**config.mk**
```make
export PLATFORM = sky130hd
export DESIGN_NAME = sobel_filter
export DESIGN_NICKNAME = d
export VERILOG_FILES = /design/src/rtl/sobel_filter_pkg.sv /design/src/rtl/sobel_filter_channel.sv /design/src/rtl/sobel_filter.sv
export SDC_FILE = /design/constraint.sdc
export NUM_CORES = 1
export LEC_CHECK = 0
export CORE_ASPECT_RATIO = 0.5
export CORE_MARGIN = 1
export CORE_UTILIZATION = 45
export CTS_CLUSTER_SIZE = 30
export DETAILED_ROUTE_END_ITERATION = 8
export GPL_TIMING_DRIVEN = 0
export SLEW_MARGIN = 20
export SYNTH_ARGS = -nofsm -noshare
export SYNTH_HDL_FRONTEND = slang
export SYNTH_SLANG_ARGS = --single-unit
```
**constraint.sdc**
```tcl
create_clock -name i_clk -period 7.16 [get_ports i_clk]
set_input_delay 1.432 -clock i_clk [delete_from_list [all_inputs] [get_ports i_clk]]
set_output_delay 1.432 -clock i_clk [all_outputs]
set_load 0.005 [all_outputs]
```
**src/rtl/sobel_filter_pkg.sv**
```systemverilog
// Shared constants, kernel weights and FSM state type for the 3x3 Sobel filter.
package sobel_filter_pkg;

    localparam int CH_W  = 8;
    localparam int PIX_W = 3 * CH_W;
    localparam int WIN_N = 9;
    localparam int ACC_W = 12;
    localparam int CNT_W = 4;

    // Row-major 3x3 kernels, index k = row*3 + column
    localparam logic signed [2:0] GX_W [WIN_N] = '{
        -3'sd1, 3'sd0, 3'sd1,
        -3'sd2, 3'sd0, 3'sd2,
        -3'sd1, 3'sd0, 3'sd1
    };
    localparam logic signed [2:0] GY_W [WIN_N] = '{
        -3'sd1, -3'sd2, -3'sd1,
         3'sd0,  3'sd0,  3'sd0,
         3'sd1,  3'sd2,  3'sd1
    };

    typedef enum logic [1:0] {
        COLLECT = 2'd0,
        COMPUTE = 2'd1,
        OUTPUT  = 2'd2
    } state_t;

endpackage

```
**src/rtl/sobel_filter_channel.sv**
```systemverilog
// One colour channel: gx/gy accumulation over a window and saturating |gx|+|gy|.
module sobel_channel
    import sobel_filter_pkg::*;
#(
    parameter int PCH_W = 8
) (
    input  logic             i_clk,
    input  logic             i_rst,
    input  logic             acc_en,
    input  logic             acc_clr,
    input  logic [CNT_W-1:0] idx,
    input  logic [PCH_W-1:0] pix,
    output logic [PCH_W-1:0] mag
);

    logic signed [ACC_W-1:0] gx_reg, gy_reg;
    logic signed [ACC_W-1:0] pix_s, wx_ext, wy_ext, gx_term, gy_term;
    logic signed [2:0]       wx, wy;
    logic        [ACC_W-1:0] abs_x, abs_y, sum;

    assign wx      = GX_W[idx];
    assign wy      = GY_W[idx];
    assign wx_ext  = ACC_W'(wx);
    assign wy_ext  = ACC_W'(wy);
    assign pix_s   = {{(ACC_W-PCH_W){1'b0}}, pix};
    assign gx_term = wx_ext * pix_s;
    assign gy_term = wy_ext * pix_s;

    // The first pixel of a window replaces the old sum instead of adding to it
    always_ff @(posedge i_clk or negedge i_rst) begin
        if (!i_rst) begin
            gx_reg <= '0;
            gy_reg <= '0;
        end else if (acc_en) begin
            gx_reg <= acc_clr ? gx_term : gx_reg + gx_term;
            gy_reg <= acc_clr ? gy_term : gy_reg + gy_term;
        end
    end

    always_comb begin
        abs_x = gx_reg[ACC_W-1] ? ACC_W'(-gx_reg) : ACC_W'(gx_reg);
        abs_y = gy_reg[ACC_W-1] ? ACC_W'(-gy_reg) : ACC_W'(gy_reg);
        sum   = abs_x + abs_y;
        mag   = (sum > ACC_W'({PCH_W{1'b1}})) ? {PCH_W{1'b1}} : sum[PCH_W-1:0];
    end

endmodule

```
**src/rtl/sobel_filter.sv**
```systemverilog
// Streaming 3x3 Sobel edge magnitude on R, G and B with independent result handshakes.
module sobel_filter #(
    parameter int CH_W = 8
) (
    input  logic              i_clk,
    input  logic              i_rst,
    output logic              i_rgb_busy,
    input  logic              i_rgb_vld,
    input  logic [3*CH_W-1:0] i_rgb_data,
    input  logic              o_newR_busy,
    output logic              o_newR_vld,
    output logic [CH_W-1:0]   o_newR_data,
    input  logic              o_newG_busy,
    output logic              o_newG_vld,
    output logic [CH_W-1:0]   o_newG_data,
    input  logic              o_newB_busy,
    output logic              o_newB_vld,
    output logic [CH_W-1:0]   o_newB_data
);
    import sobel_filter_pkg::*;

    state_t             state_reg, state_next;
    logic [CNT_W-1:0]   cnt_reg, cnt_next;
    logic [2:0]         vld_reg, vld_next;
    logic [3*CH_W-1:0]  data_reg;
    logic [3*CH_W-1:0]  mag;
    logic [2:0]         sink_busy;
    logic               accept;
    logic               load;

    assign sink_busy = {o_newB_busy, o_newG_busy, o_newR_busy};

    generate
        for (genvar gi = 0; gi < 3; gi++) begin : gen_ch
            sobel_channel #(.PCH_W(CH_W)) u_ch (
                .i_clk   (i_clk),
                .i_rst   (i_rst),
                .acc_en  (accept),
                .acc_clr (cnt_reg == '0),
                .idx     (cnt_reg),
                .pix     (i_rgb_data[gi*CH_W +: CH_W]),
                .mag     (mag[gi*CH_W +: CH_W])
            );
        end
    endgenerate

    always_comb begin
        state_next = state_reg;
        cnt_next   = cnt_reg;
        vld_next   = vld_reg;
        accept     = 1'b0;
        load       = 1'b0;
        case (state_reg)
            COLLECT: begin
                if (i_rgb_vld) begin
                    accept = 1'b1;
                    if (cnt_reg == CNT_W'(WIN_N - 1)) begin
                        cnt_next   = '0;
                        state_next = COMPUTE;
                    end else begin
                        cnt_next = cnt_reg + CNT_W'(1);
                    end
                end
            end
            COMPUTE: begin
                load       = 1'b1;
                vld_next   = 3'b111;
                state_next = OUTPUT;
            end
            OUTPUT: begin
                // Each channel retires on its own transfer; leave once all are gone
                vld_next = vld_reg & sink_busy;
                if (vld_next == 3'b000) begin
                    state_next = COLLECT;
                end
            end
            default: begin
                state_next = COLLECT;
                cnt_next   = '0;
                vld_next   = 3'b000;
            end
        endcase
    end

    always_ff @(posedge i_clk or negedge i_rst) begin
        if (!i_rst) begin
            state_reg <= COLLECT;
            cnt_reg   <= '0;
            vld_reg   <= 3'b000;
            data_reg  <= '0;
        end else begin
            state_reg <= state_next;
            cnt_reg   <= cnt_next;
            vld_reg   <= vld_next;
            if (load) begin
                data_reg <= mag;
            end
        end
    end

    assign i_rgb_busy  = (state_reg != COLLECT);
    assign o_newR_vld  = vld_reg[0];
    assign o_newG_vld  = vld_reg[1];
    assign o_newB_vld  = vld_reg[2];
    assign o_newR_data = data_reg[0*CH_W +: CH_W];
    assign o_newG_data = data_reg[1*CH_W +: CH_W];
    assign o_newB_data = data_reg[2*CH_W +: CH_W];

endmodule

```
==> summary.md <==
| Metric | Value |
|---|---|
| Status | finished, final reports clean |
| CTS tree | yes |
| GPL Wtd Cong | 0.900 |
| Tmin final | 7.02 ns |
| DP HPWL | 34700 um |
| Worst-Skew Late Latency | 0.39 ns |
| Cells after synthesis | 1770 |
| Die span in y | 130 um |
| Cell Area, Synth | 14700 um^2 |
| Top_reg_cell synth | dfrtp_1 |
| Hold_ws | 0.502 ns |
| Iteration-0 DRC Markers | 1068 |
| Slew Limit Fails | 0 |
| Biggest cell delay along the critical path | 0.87 ns |
| GRT Util Overall | 0.267 |
| Die outline width | 258 um |
| Post-synthesis register bit count | 105 |
| Clock Tree Root | clkbuf_16 |
| # rows | 46 |
| Critical Path RT | 7.43 ns |
| Final Hold Fails | 0 |
| CP cell instances | inv_1, ha_1, or2_1, a21oi_1, clkbuf_1, nand2_1, fa_1, inv_1, fa_1, ha_1, fa_1, a21oi_1, o211ai_1, or2_1, xor2_1, ha_1, and4_1, a221oi_1, and4b_1, a41oi_1, nand3_1 |
| Critical Path Start Type | flip-flop |
| Routed WL | 44000 um |
| Fraction of layout cells with a size suffix above 1 | 0.0233 |
| Drt wl/cell | 19.3 um |
| Dpl cell area | 15800 um^2 |
| EDFF count, synth | 0 |
| Fmax | 142 MHz |
| Max Cap Viol | 0 |
| Final Cycle Share | 0.980 |
| Arrival time at the worst endpoint | 7.29 ns |
| Post-synth cell types | 67 |
| Largest net degree at the start of global routing | 57 |
| RSZ-0062 raised after global routing | no |
| Number of global-route vias before repair | 12200 |
| First-pass GRT wire length | 68400 um |
| Slew margin rel. | 0.234 |
| Core area | 31900 um^2 |
| Clock transition at the registers of the reported paths | 0.09 ns |
| H-tree levels | 3 |
| Final setup TNS | 0 ns |
| First-pass DRT Iterations | 7 |
| Crit-path slowest cell | a21oi_1 |
| Slew @ Worst Pin | 1.15 ns |
| Final Instance Area | 16100 um^2 |
| Hold WC Path Type | flip-flop to flip-flop |
| Synth Area per Inst | 8.31 um^2 |
| Gr ovfl total | 0 |
| Vias per cell | 5.77 |
| Most frequent cells after synthesis | 226 x ha_1, 167 x nand2_1, 148 x nor2_1, 135 x a21oi_1, 128 x xnor2_1 |
| Yosys top cell by area | ha_1 |
| Clock Sinks | 105 |
| Area growth from synthesis to layout | 9.78% |
| CP Max Fanout | 10 |
| Final net count | 2152 |
| Most frequent cell after synthesis | ha_1 |
| Critical Path Sink Type | flip-flop |
| Clock Skew | 0.0191 ns |
| Endpoints failing setup | 0 |
| Io pins | 58 |
| PortBufs | 57 |
| Yosys top cell area share | 0.192 |
| Vias | 13100 |
| Top cells by area, synth | ha_1 19%, dfrtp_1 18%, fa_1 7.8%, xnor2_1 7.6%, a21oi_1 4.6% |
| Hold-fix buffers, CTS | 0 |
| Kind of critical path | flip-flop to flip-flop |
| CTS Buf Count | 9 |
| Antenna violations before repair | 3 |
| Initial Util | 0.461 |
| Number of remaining DRC errors | 0 |
| Post-CTS resize count | 0 |
| Clock Path Buffers | 2 |
| # Post-CTS Setup Buffers | 0 |
| Yosys warns | 0 |
| Die ar. | 33500 um^2 |
| Fill cells | 3168 |
| Seq/Total Area, Yosys | 0.179 |
| Post-synth ARST share | 1.00 |
| Post-route ant nets | 0 |
| Post-Syn Nets | 2083 |
## kinds of logic after synthesis
family / share of synthesized area
compound gates: 0.204
xor+xnor: 0.0976
fa+ha+maj: 0.270
buf+inv: 0.0314
flops: 0.179
mux: 0.00987
simple gates: 0.209
## layout by cell type (no fill, tap or decap), types with 14 or more instances in the layout
| cell | instances |
|---|---|
| ha_1 | 226 |
| nand2_1 | 167 |
| nor2_1 | 147 |
| a21oi_1 | 135 |
| xnor2_1 | 128 |
| dfrtp_1 | 105 |
| and2_1 | 87 |
| o21ai_0 | 86 |
| fa_1 | 57 |
| clkbuf_1 | 56 |
| a21o_1 | 56 |
| clkdlybuf4s50_1 | 56 |
| inv_1 | 54 |
| nor3_1 | 40 |
| xor2_1 | 34 |
| a31oi_1 | 34 |
| nand2b_1 | 32 |
| nand3_1 | 32 |
| o21ai_1 | 27 |
| or3_1 | 19 |
| a211oi_1 | 16 |
| o22a_1 | 16 |
| o31ai_1 | 15 |
| nand4_1 | 15 |
| or2_1 | 14 |
| o21bai_1 | 14 |
## stage by stage
step                      utilization  setup slack, ns  instances
after floorplan                     -             1.83       1770
after global placement          0.496           -0.192       2259
after detailed placement        0.497            0.421       2260
after CTS                       0.506            0.396       2276
after global routing            0.506          0.00312       2276
final                           0.506            0.142       2279
## final timing paths
kind	start	endpoint	slack [ns]	cells past startpoint
worst max-delay path	cnt_reg[0]	gen_ch[1].u_ch.gx_reg[11]	0.14	21
worst min-delay path	data_reg[4]	data_reg[4]	0.50	1
worst max register to register	cnt_reg[0]	gen_ch[1].u_ch.gx_reg[11]	0.14	21
worst min register to register	data_reg[4]	data_reg[4]	0.50	1
max in group asynchronous	i_rst	gen_ch[2].u_ch.gx_reg[0]	5.43	2
min in group asynchronous	i_rst	data_reg[7]	1.00	1
## worst max-delay path: cells and delay by family (launching register included)
kind,cells,cell delay [ns]
simple gates,6,1.21
fa+ha+maj,6,2.22
xor+xnor,1,0.28
buf+inv,3,0.79
flops,1,0.42
compound gates,5,1.95
## metal layers
layer	wire [um]	global-route usage	part of all wire	vias up
met2	19000	0.425	0.43	358
met4	941	0.0696	0.021	2
li1	-	-	-	6477
met3	2850	0.0455	0.065	49
met1	21200	0.375	0.48	6257
met5	7	0	0.00016	-
## layout make-up
class	count	area (um^2)	area share
Sequential cell	105	2630	0.163
Buffer	65	251	0.0156
Clock buffer	10	239	0.0148
Clock inverter	6	50.0	0.00310
Antenna cell	3	7.51	0.000465
Inverter	56	210	0.0130
Tap cell	432	541	0.0335
Multi-Input combinational cell	1544	11600	0.720
Timing Repair Buffer	58	599	0.0371
Power is left out: the tool's default activity adds up to more than one toggle a clock period on the data nets, which glitch-free logic cannot reach.
